**src/rtl/store_formatter_if.sv**
```systemverilog
// store_formatter_if: store request, memory write and error signals of the store formatter
interface store_formatter_if #(parameter int AW = 32);
  logic req_valid;
  logic req_ready;
  logic [1:0] req_type;
  logic [AW-1:0] req_addr;
  logic [31:0] req_data;
  logic mem_we;
  logic [AW-1:0] mem_addr;
  logic [3:0] mem_be;
  logic [31:0] mem_wdata;
  logic mem_ack;
  logic err_valid;
  logic [AW-1:0] err_addr;
  logic busy;
  modport master (
    input req_valid, req_type, req_addr, req_data, mem_ack,
    output req_ready, mem_we, mem_addr, mem_be, mem_wdata, err_valid, err_addr, busy
  );
  modport slave (
    output req_valid, req_type, req_addr, req_data, mem_ack,
    input req_ready, mem_we, mem_addr, mem_be, mem_wdata, err_valid, err_addr, busy
  );
endinterface

```
**src/rtl/store_formatter.sv**
```systemverilog
// store_formatter: formats SB/SH/SW stores onto byte lanes, queues them and drives the memory write handshake
module store_formatter #(
  parameter int DEPTH = 2,
  parameter int AW = 32
) (
  input logic clk,
  input logic rst,
  store_formatter_if.master bus
);
  localparam int PW = $clog2(DEPTH);
  localparam logic [0:0] IDLE = 1'b0, WRITE = 1'b1;
  typedef struct packed {
    logic [AW-1:0] addr;
    logic [3:0] be;
    logic [31:0] wdata;
  } entry_t;
  entry_t fifo [DEPTH];
  entry_t in_e, src;
  logic [PW-1:0] rd, wr, rd_n;
  logic [PW:0] count;
  logic [0:0] state;
  logic [1:0] off;
  logic legal, acc, push, pop, load;
  always_comb begin
    off = bus.req_addr[1:0];
    legal = bus.req_type == 2'b00 || (bus.req_type == 2'b01 && !off[0]) || (bus.req_type == 2'b10 && off == 2'b00);
    in_e.addr = {bus.req_addr[AW-1:2], 2'b00};
    in_e.be = bus.req_type == 2'b00 ? 4'b0001 << off : bus.req_type == 2'b01 ? (off[1] ? 4'b1100 : 4'b0011) : 4'b1111;
    in_e.wdata = bus.req_type == 2'b00 ? {4{bus.req_data[7:0]}} : bus.req_type == 2'b01 ? {2{bus.req_data[15:0]}} : bus.req_data;
  end
  assign bus.req_ready = count != (PW+1)'(DEPTH);
  assign bus.mem_we = state;
  assign bus.busy = count != '0 || state == WRITE;
  assign acc = bus.req_valid && bus.req_ready;
  assign push = acc && legal;
  assign pop = state == WRITE && bus.mem_ack;
  assign rd_n = rd + 1'b1;
  // The head entry is the one on the bus; an empty FIFO forwards the incoming entry so writes start one cycle after acceptance.
  assign load = state == IDLE ? (count != '0 || push) : (pop && (count > (PW+1)'(1) || push));
  assign src = state == IDLE ? (count != '0 ? fifo[rd] : in_e) : (count > (PW+1)'(1) ? fifo[rd_n] : in_e);
  always_ff @(posedge clk)
    if (push) fifo[wr] <= in_e;
  always_ff @(posedge clk or posedge rst)
    if (rst) begin
      state <= IDLE;
      rd <= '0;
      wr <= '0;
      count <= '0;
      bus.mem_addr <= '0;
      bus.mem_be <= '0;
      bus.mem_wdata <= '0;
      bus.err_valid <= 1'b0;
      bus.err_addr <= '0;
    end else begin
      state <= load ? WRITE : pop ? IDLE : state;
      if (push) wr <= wr + 1'b1;
      if (pop) rd <= rd_n;
      count <= count + (PW+1)'(push) - (PW+1)'(pop);
      if (load) begin
        bus.mem_addr <= src.addr;
        bus.mem_be <= src.be;
        bus.mem_wdata <= src.wdata;
      end
      bus.err_valid <= acc && !legal;
      if (acc && !legal) bus.err_addr <= bus.req_addr;
    end
endmodule
```
**src/flat_wrapper.sv**
```systemverilog
// flat-port wrapper written by rule: the top's interface ports become plain ports
module store_formatter_flat 
#(
  parameter int DEPTH = 2,
  parameter int AW = 32
)
  (clk, rst, bus_req_valid, bus_req_type, bus_req_addr, bus_req_data, bus_mem_ack, bus_req_ready, bus_mem_we, bus_mem_addr, bus_mem_be, bus_mem_wdata, bus_err_valid, bus_err_addr, bus_busy);
  store_formatter_if #(.AW(AW)) bus_i ();
  input logic clk;
  input logic rst;
  input wire logic [$bits(bus_i.req_valid)-1:0] bus_req_valid;
  input wire logic [$bits(bus_i.req_type)-1:0] bus_req_type;
  input wire logic [$bits(bus_i.req_addr)-1:0] bus_req_addr;
  input wire logic [$bits(bus_i.req_data)-1:0] bus_req_data;
  input wire logic [$bits(bus_i.mem_ack)-1:0] bus_mem_ack;
  output wire logic [$bits(bus_i.req_ready)-1:0] bus_req_ready;
  output wire logic [$bits(bus_i.mem_we)-1:0] bus_mem_we;
  output wire logic [$bits(bus_i.mem_addr)-1:0] bus_mem_addr;
  output wire logic [$bits(bus_i.mem_be)-1:0] bus_mem_be;
  output wire logic [$bits(bus_i.mem_wdata)-1:0] bus_mem_wdata;
  output wire logic [$bits(bus_i.err_valid)-1:0] bus_err_valid;
  output wire logic [$bits(bus_i.err_addr)-1:0] bus_err_addr;
  output wire logic [$bits(bus_i.busy)-1:0] bus_busy;
  assign bus_i.req_valid = bus_req_valid;
  assign bus_i.req_type = bus_req_type;
  assign bus_i.req_addr = bus_req_addr;
  assign bus_i.req_data = bus_req_data;
  assign bus_i.mem_ack = bus_mem_ack;
  assign bus_req_ready = bus_i.req_ready;
  assign bus_mem_we = bus_i.mem_we;
  assign bus_mem_addr = bus_i.mem_addr;
  assign bus_mem_be = bus_i.mem_be;
  assign bus_mem_wdata = bus_i.mem_wdata;
  assign bus_err_valid = bus_i.err_valid;
  assign bus_err_addr = bus_i.err_addr;
  assign bus_busy = bus_i.busy;
  store_formatter #(.DEPTH(DEPTH), .AW(AW)) u_core (.clk(clk), .rst(rst), .bus(bus_i));
endmodule
```
**config.mk**
```make
export PLATFORM = sky130hd
export DESIGN_NAME = store_formatter_flat
export DESIGN_NICKNAME = d
export VERILOG_FILES = /design/src/rtl/store_formatter_if.sv /design/src/rtl/store_formatter.sv /design/src/flat_wrapper.sv
export SDC_FILE = /design/constraint.sdc
export NUM_CORES = 1
export LEC_CHECK = 0
export ABC_AREA = 1
export CAP_MARGIN = 20
export CORE_AREA = 2 2 148 150
export CTS_BUF_LIST = sky130_fd_sc_hd__clkbuf_8
export CTS_CLUSTER_SIZE = 14
export DETAILED_ROUTE_END_ITERATION = 10
export DIE_AREA = 0 0 150 152
export HOLD_SLACK_MARGIN = 0.02
export PLACE_DENSITY = 0.91
export SYNTH_ARGS = -nofsm -noshare
export SYNTH_HDL_FRONTEND = slang
export SYNTH_SLANG_ARGS = --single-unit
```
**constraint.sdc**
```tcl
create_clock -name clk -period 4.9 [get_ports clk]
set_clock_uncertainty 0.15 [all_clocks]
set_input_delay 0.735 -clock clk [delete_from_list [all_inputs] [get_ports clk]]
set_output_delay 0.735 -clock clk [all_outputs]
set_load 0.01 [all_outputs]
```
# == Word-level counts from Yosys, hierarchy flattened ==
# Memories as Yosys holds them, arrays and structs flattened.
# Index checks and enable logic that the tools add are counted.
# word_totals
latch_bits,0
n_memories,1
word_cells,50
ramBits,132
romBits,0
regBits,106
out_inout_bits,104
# op_classes
n_div,0
order_cmp,1
eq_ne,3
n_reduce_logical,18
multipliers,0
add_sub_neg,4
shift,1
n_mux,13
n_bitwise,0
# memory_table
memory,words,word_bits,read_ports,rd_ports_with_merged_regs,wr,line,text
u_core.fifo,2,66,2,0,1,store_formatter.sv:17,entry_t fifo [DEPTH];
# ops
operator,count
$mux 68,3
$mux 32,2
$mux 4,3
$logic_and 1x1->1,7
$logic_or 1x1->1,5
$mux 1,5
$logic_not 2->1,2
$reduce_bool 2->1,2
$shl 1x2->4 const A,1
$add 1x1->1 const B,2
$add 2x1->2,1
$eq 2x1->1 const B,1
$eq 2x2->1 const B,1
$gt 2x1->1 const B,1
$logic_not 1->1,2
$ne 2x2->1 const B,1
$sub 2x1->2,1

# == Longest topological paths before layout ==
# depth
depth_word,9
depth_mapped,12
ltp_nobuf,10

# == Worst setup path before layout ==
# Ideal clock, no wire load.
# synth_timing
path_kind,input port to flip-flop
start,input port bus_req_type[1]
end,memory u_core.fifo[1][0] (netlist name) (enable)
n_path_buf,1
stages,6
t_arrival_ps,3922
path_slack_ps,337
path_cell_list,buf_4 > inv_2 > nand2_1 > nand2_1 > nand2_2 > nor2_1
# synth_via
elab_chain_cells,7
# synth_rtl
element,line,text
"start, declared",flat_wrapper.sv:12,input wire logic [$bits(bus_i.req_type)-1:0] bus_req_type;
$eq 2x1->1,store_formatter.sv:26,legal = bus.req_type == 2'b00 || (bus.req_type == 2'b01 && !off[0]) || (bus.req_type == 2'b10 && off == 2'b00) ...
$logic_and 1x1->1,store_formatter.sv:26,
$logic_or 1x1->1,store_formatter.sv:26,
$logic_or 1x1->1 (*),store_formatter.sv:26,
$logic_and 1x1->1 (*),store_formatter.sv:35,assign push = acc && legal;
$mux 1 (*),store_formatter.sv:42,if (push) fifo[wr] <= in_e;
$mux 1 (implied by the code) (*),store_formatter.sv:42,
"end, declared",store_formatter.sv:17,
# Mark *: on every way between the ends. The rest lies on a longest branch, timed or not.

# == Worst setup path after layout ==
# layout_timing
start,register u_core.state (netlist: u_core.bus.mem_we)
end,output port bus_busy
# layout_via
elab_chain_cells,1
# layout_rtl
element,line,text
"start, declared",store_formatter.sv:21,logic [0:0] state;
"start signal, assigned",store_formatter.sv:55,state <= load ? WRITE : pop ? IDLE : state;
$logic_or 1x1->1,store_formatter.sv:33,assign bus.busy = count != '0 || state == WRITE;
"end, declared",flat_wrapper.sv:23,output wire logic [$bits(bus_i.busy)-1:0] bus_busy;
# No other way between the ends.

==> reports/summary.txt <==
Flip-flop and latch count after synthesis = 236
Number of buffers inserted during clock tree synthesis = 38
Initial core utilization = 54.5%
Dpl hpwl = 20100 um
Synth Area in Compound Gates = 10.9%
H-tree lvl count = 2
Worst hold slack across all endpoints = 0.332 ns
Synthesized area = 11600 um2
Count of clock tree sinks = 236
Min-Delay Endpoint = u_core.bus.err_addr[17]$_DFFE_PP0P_
HP Start = u_core.bus.err_addr[17]$_DFFE_PP0P_
Cell count after synthesis = 1351
Critical path type = reg2out
Starting DRC count in detailed routing = 1103
Cell with the largest stage delay on the worst path = dfrtp_1
Via count of the first global-routing pass = 10300
Remaining number of nets flagged by the antenna check after routing = 0
Time the worst path needs with I/O delays and setup = 3.51 ns
Die height = 152 um
Routed wire length = 32000 um
Buffers from clock root to sink, at most = 3
Cell type with the highest aggregate area in the netlist = edfxtp_1
Arr. time, crit path = 2.63 ns
Floorplan die area = 22800 um2
Final hold vios = 0
Post-synth ARST share = 44.1%
Number of enable flip-flop cells after synthesis = 132
DRC Markers = 0
Unrepaired setup endpoints after global routing = no
Crit start category = flip-flop
Row count = 54
Result of the run = completed
Internal reg-to-reg setup slack = 2.00 ns
CTS tree = built
Cell count of the worst reg-to-reg path = 8
Number of max-slew violations in the final report = 0
Worst-Skew Late Latency = 0.54 ns
RR Startpoint = u_core.rd$_DFFE_PP0P_
LEAKAGE = 6.41 nW
Count of endpoints failing setup in the final report = 0
Placeable core region = 21400 um2
Cell area after placement = 13400 um2
Fraction of the mapped netlist area in simple logic gates = 23.9%
Clock transition at the register clock pins on the worst setup and hold paths after CTS = 0.06 ns
Critical path's top delay family = buffers and inverters
Syn-to-layout area delta = 23.4%
Die span in x = 150 um
Top achievable clock speed = 285 MHz
Pin count of the biggest net entering global routing = 123
Top cells by area, synth = edfxtp_1 34%, dfrtp_1 22%, nand2_1 17%
Number of cells on the critical path = 4
Adder-Cell Fraction of Synth Area = 0.215%
Post-synthesis cell type count = 28
Drt wl/cell = 17.8 um
Sum of buffers and inverters on the critical path = 3
Worst stage delay on the critical path = 0.65 ns
CTS Root Buffer Type = clkbuf_8
Commonest cells post-synth = 519 x nand2_1, 132 x edfxtp_1, 126 x nand3_1, 124 x inv_1, 104 x dfrtp_1
CTS hold repair buffers = 0
Required time worst endpoint = 4.01 ns
Post-CTS setup buffer count = 0
Maximum net fanout on the critical path = 24
Part of the Yosys area used for sequential elements = 56.5%
Summed negative setup slack over all endpoints = 0 ns
Final #Nets = 1562
Vias after detailed routing = 10400
Main combinational cell family by area after synthesis = simple AND/OR/NAND/NOR gates
Max_cap viols = 0
Drt first pass iters = 6
Path class of the lowest-slack min-delay path = reg2reg
Global-route usage over all layers = 27.8%
Fraction of synthesized cell area in xor and xnor cells = 0.226%
Worst r2r dst = u_core.bus.mem_wdata[29]$_DFFE_PP0P_
Count of buffers from port buffering = 171
Ys flop type = edfxtp_1
Yosys warnings = 0
Number of antenna violations at the first check in global routing = 2
Post-DR vias/cell = 5.77
Design Area, Final = 14300 um2
Post-route total power = 0.00920 W
Count of boundary I/O pins = 174
Worst IR Drop VDD = 0.415 mV
Area fraction of the dominant cell type after synthesis = 34.1%
Proportion of synthesized area in mux cells = 0%
Avg Inst Size Synth = 8.61 um2
Fraction of layout cells with a size suffix above 1 = 6.25%
Global placer's final weighted congestion = 0.874
Number of gates given a new drive strength after cts = 0
Final worst path period share = 71.7%
Cell-by-cell listing of the critical path = buf_4 -> inv_1 -> nand2_1 -> clkdlybuf4s50_1
Slew @ Worst Pin = 1.09 ns
Areal power density over the cells = 642 nW/um2
First-pass GRT wire length = 50400 um
Most used standard cell by instance count after synthesis = nand2_1
Relative slew slack = 27.2%
Hold path cells = 2
Share of the core filled with cells = 67.2%
Crit end category = output pin
Total grt overflow = 0
==> cell usage in the layout, fill, tap and decap left out, types with 2 or more instances in the layout <==
master	Yosys	layout
xor2_1	2	2
dfrtp_1	104	103
nand2_2	5	6
buf_12	0	4
clkinv_1	0	2
buf_4	16	12
conb_1	1	2
nand2_1	519	518
inv_1	124	131
nand3_1	126	126
o211ai_1	88	88
clkdlybuf4s50_1	0	171
o21ai_0	94	94
nor2_1	23	20
o21bai_1	4	4
a21oi_1	19	19
nor2_4	1	4
bufinv_16	0	3
edfxtp_1	132	132
ha_1	2	2
nand4_1	8	8
inv_2	3	3
clkbuf_8	0	54
diode_2	0	2
==> stage by stage <==
stage / instances / setup WS [ns]
after CTS: 1797 / 1.46
after global routing: 1801 / 1.34
after detailed placement: 1728 / 1.54
after floorplan: 1352 / 0.337
after global placement: 1727 / 1.62
final: 1801 / 1.39
==> logic make-up (layout without fill, tap and decap cells) <==
family	after synthesis	count (layout)
xor gates and xnor gates	3	3
adders and majority gates	2	2
other	1	4
DFF	236	236
AOI/OAI and AO/OA	207	207
and+or+nand+nor	685	685
buffers and inverters	217	384
==> metal layers <==
layer	part of all wire, %	wire, um	vias up	GRT usage, %
li1	-	-	4747	-
met1	37	11700	4872	33.9
met2	49	15600	656	46.9
met3	10	3280	117	5.44
met4	4.5	1440	0	14.2
met5	0	0	-	0
==> tightest hold or removal path, cell delays in order, from the launching register on <==
cell and delay (ns):
dfrtp_1 0.34, nand2_1 0.05, o21ai_0 0.06
==> sequential cells by signal, indices dropped and copies added, names as in the netlist <==
name,cells
u_core.fifo,132
u_core.bus.mem_be,4
u_core.bus.mem_addr,30
u_core.count,2
u_core.bus.mem_we,1
u_core.bus.mem_wdata,32
u_core.rd,1
u_core.wr,1
u_core.bus.err_valid,1
u_core.bus.err_addr,32
==> power by group <==
group	internal [W]	total [W]	switching [W]
clock network	0.00113	0.00191	0.000777
registers	0.00269	0.00310	0.000415
logic	0.00168	0.00419	0.00251
total	0.00551	0.00920	0.00370
==> cell type report <==
class | count | area [um2]
Antenna cell | 2 | 5.00
Multi-Input combinational cell | 899 | 4150
Inverter | 127 | 479
Sequential cell | 236 | 6570
Clock inverter | 15 | 140
Fill cell | 1551 | 7000
Timing Repair Buffer | 188 | 1910
Tap cell | 280 | 350
Clock buffer | 54 | 743
==> worst max-delay path by stage <==
stage,start,end,slack (ns)
after global placement,bus_req_type[0],u_core.fifo[1][46]$_DFFE_PP_,1.62
final,u_core.bus.mem_we$_DFFE_PP0P_,bus_busy,1.39
after floorplan,bus_req_type[1],u_core.fifo[1][0]$_DFFE_PP_,0.34
after detailed placement,bus_req_type[0],u_core.fifo[1][54]$_DFFE_PP_,1.54
after global routing,u_core.bus.mem_we$_DFFE_PP0P_,bus_busy,1.34
after CTS,u_core.bus.mem_we$_DFFE_PP0P_,bus_busy,1.46
No activity file was read; power rests on OpenSTA's default activity.
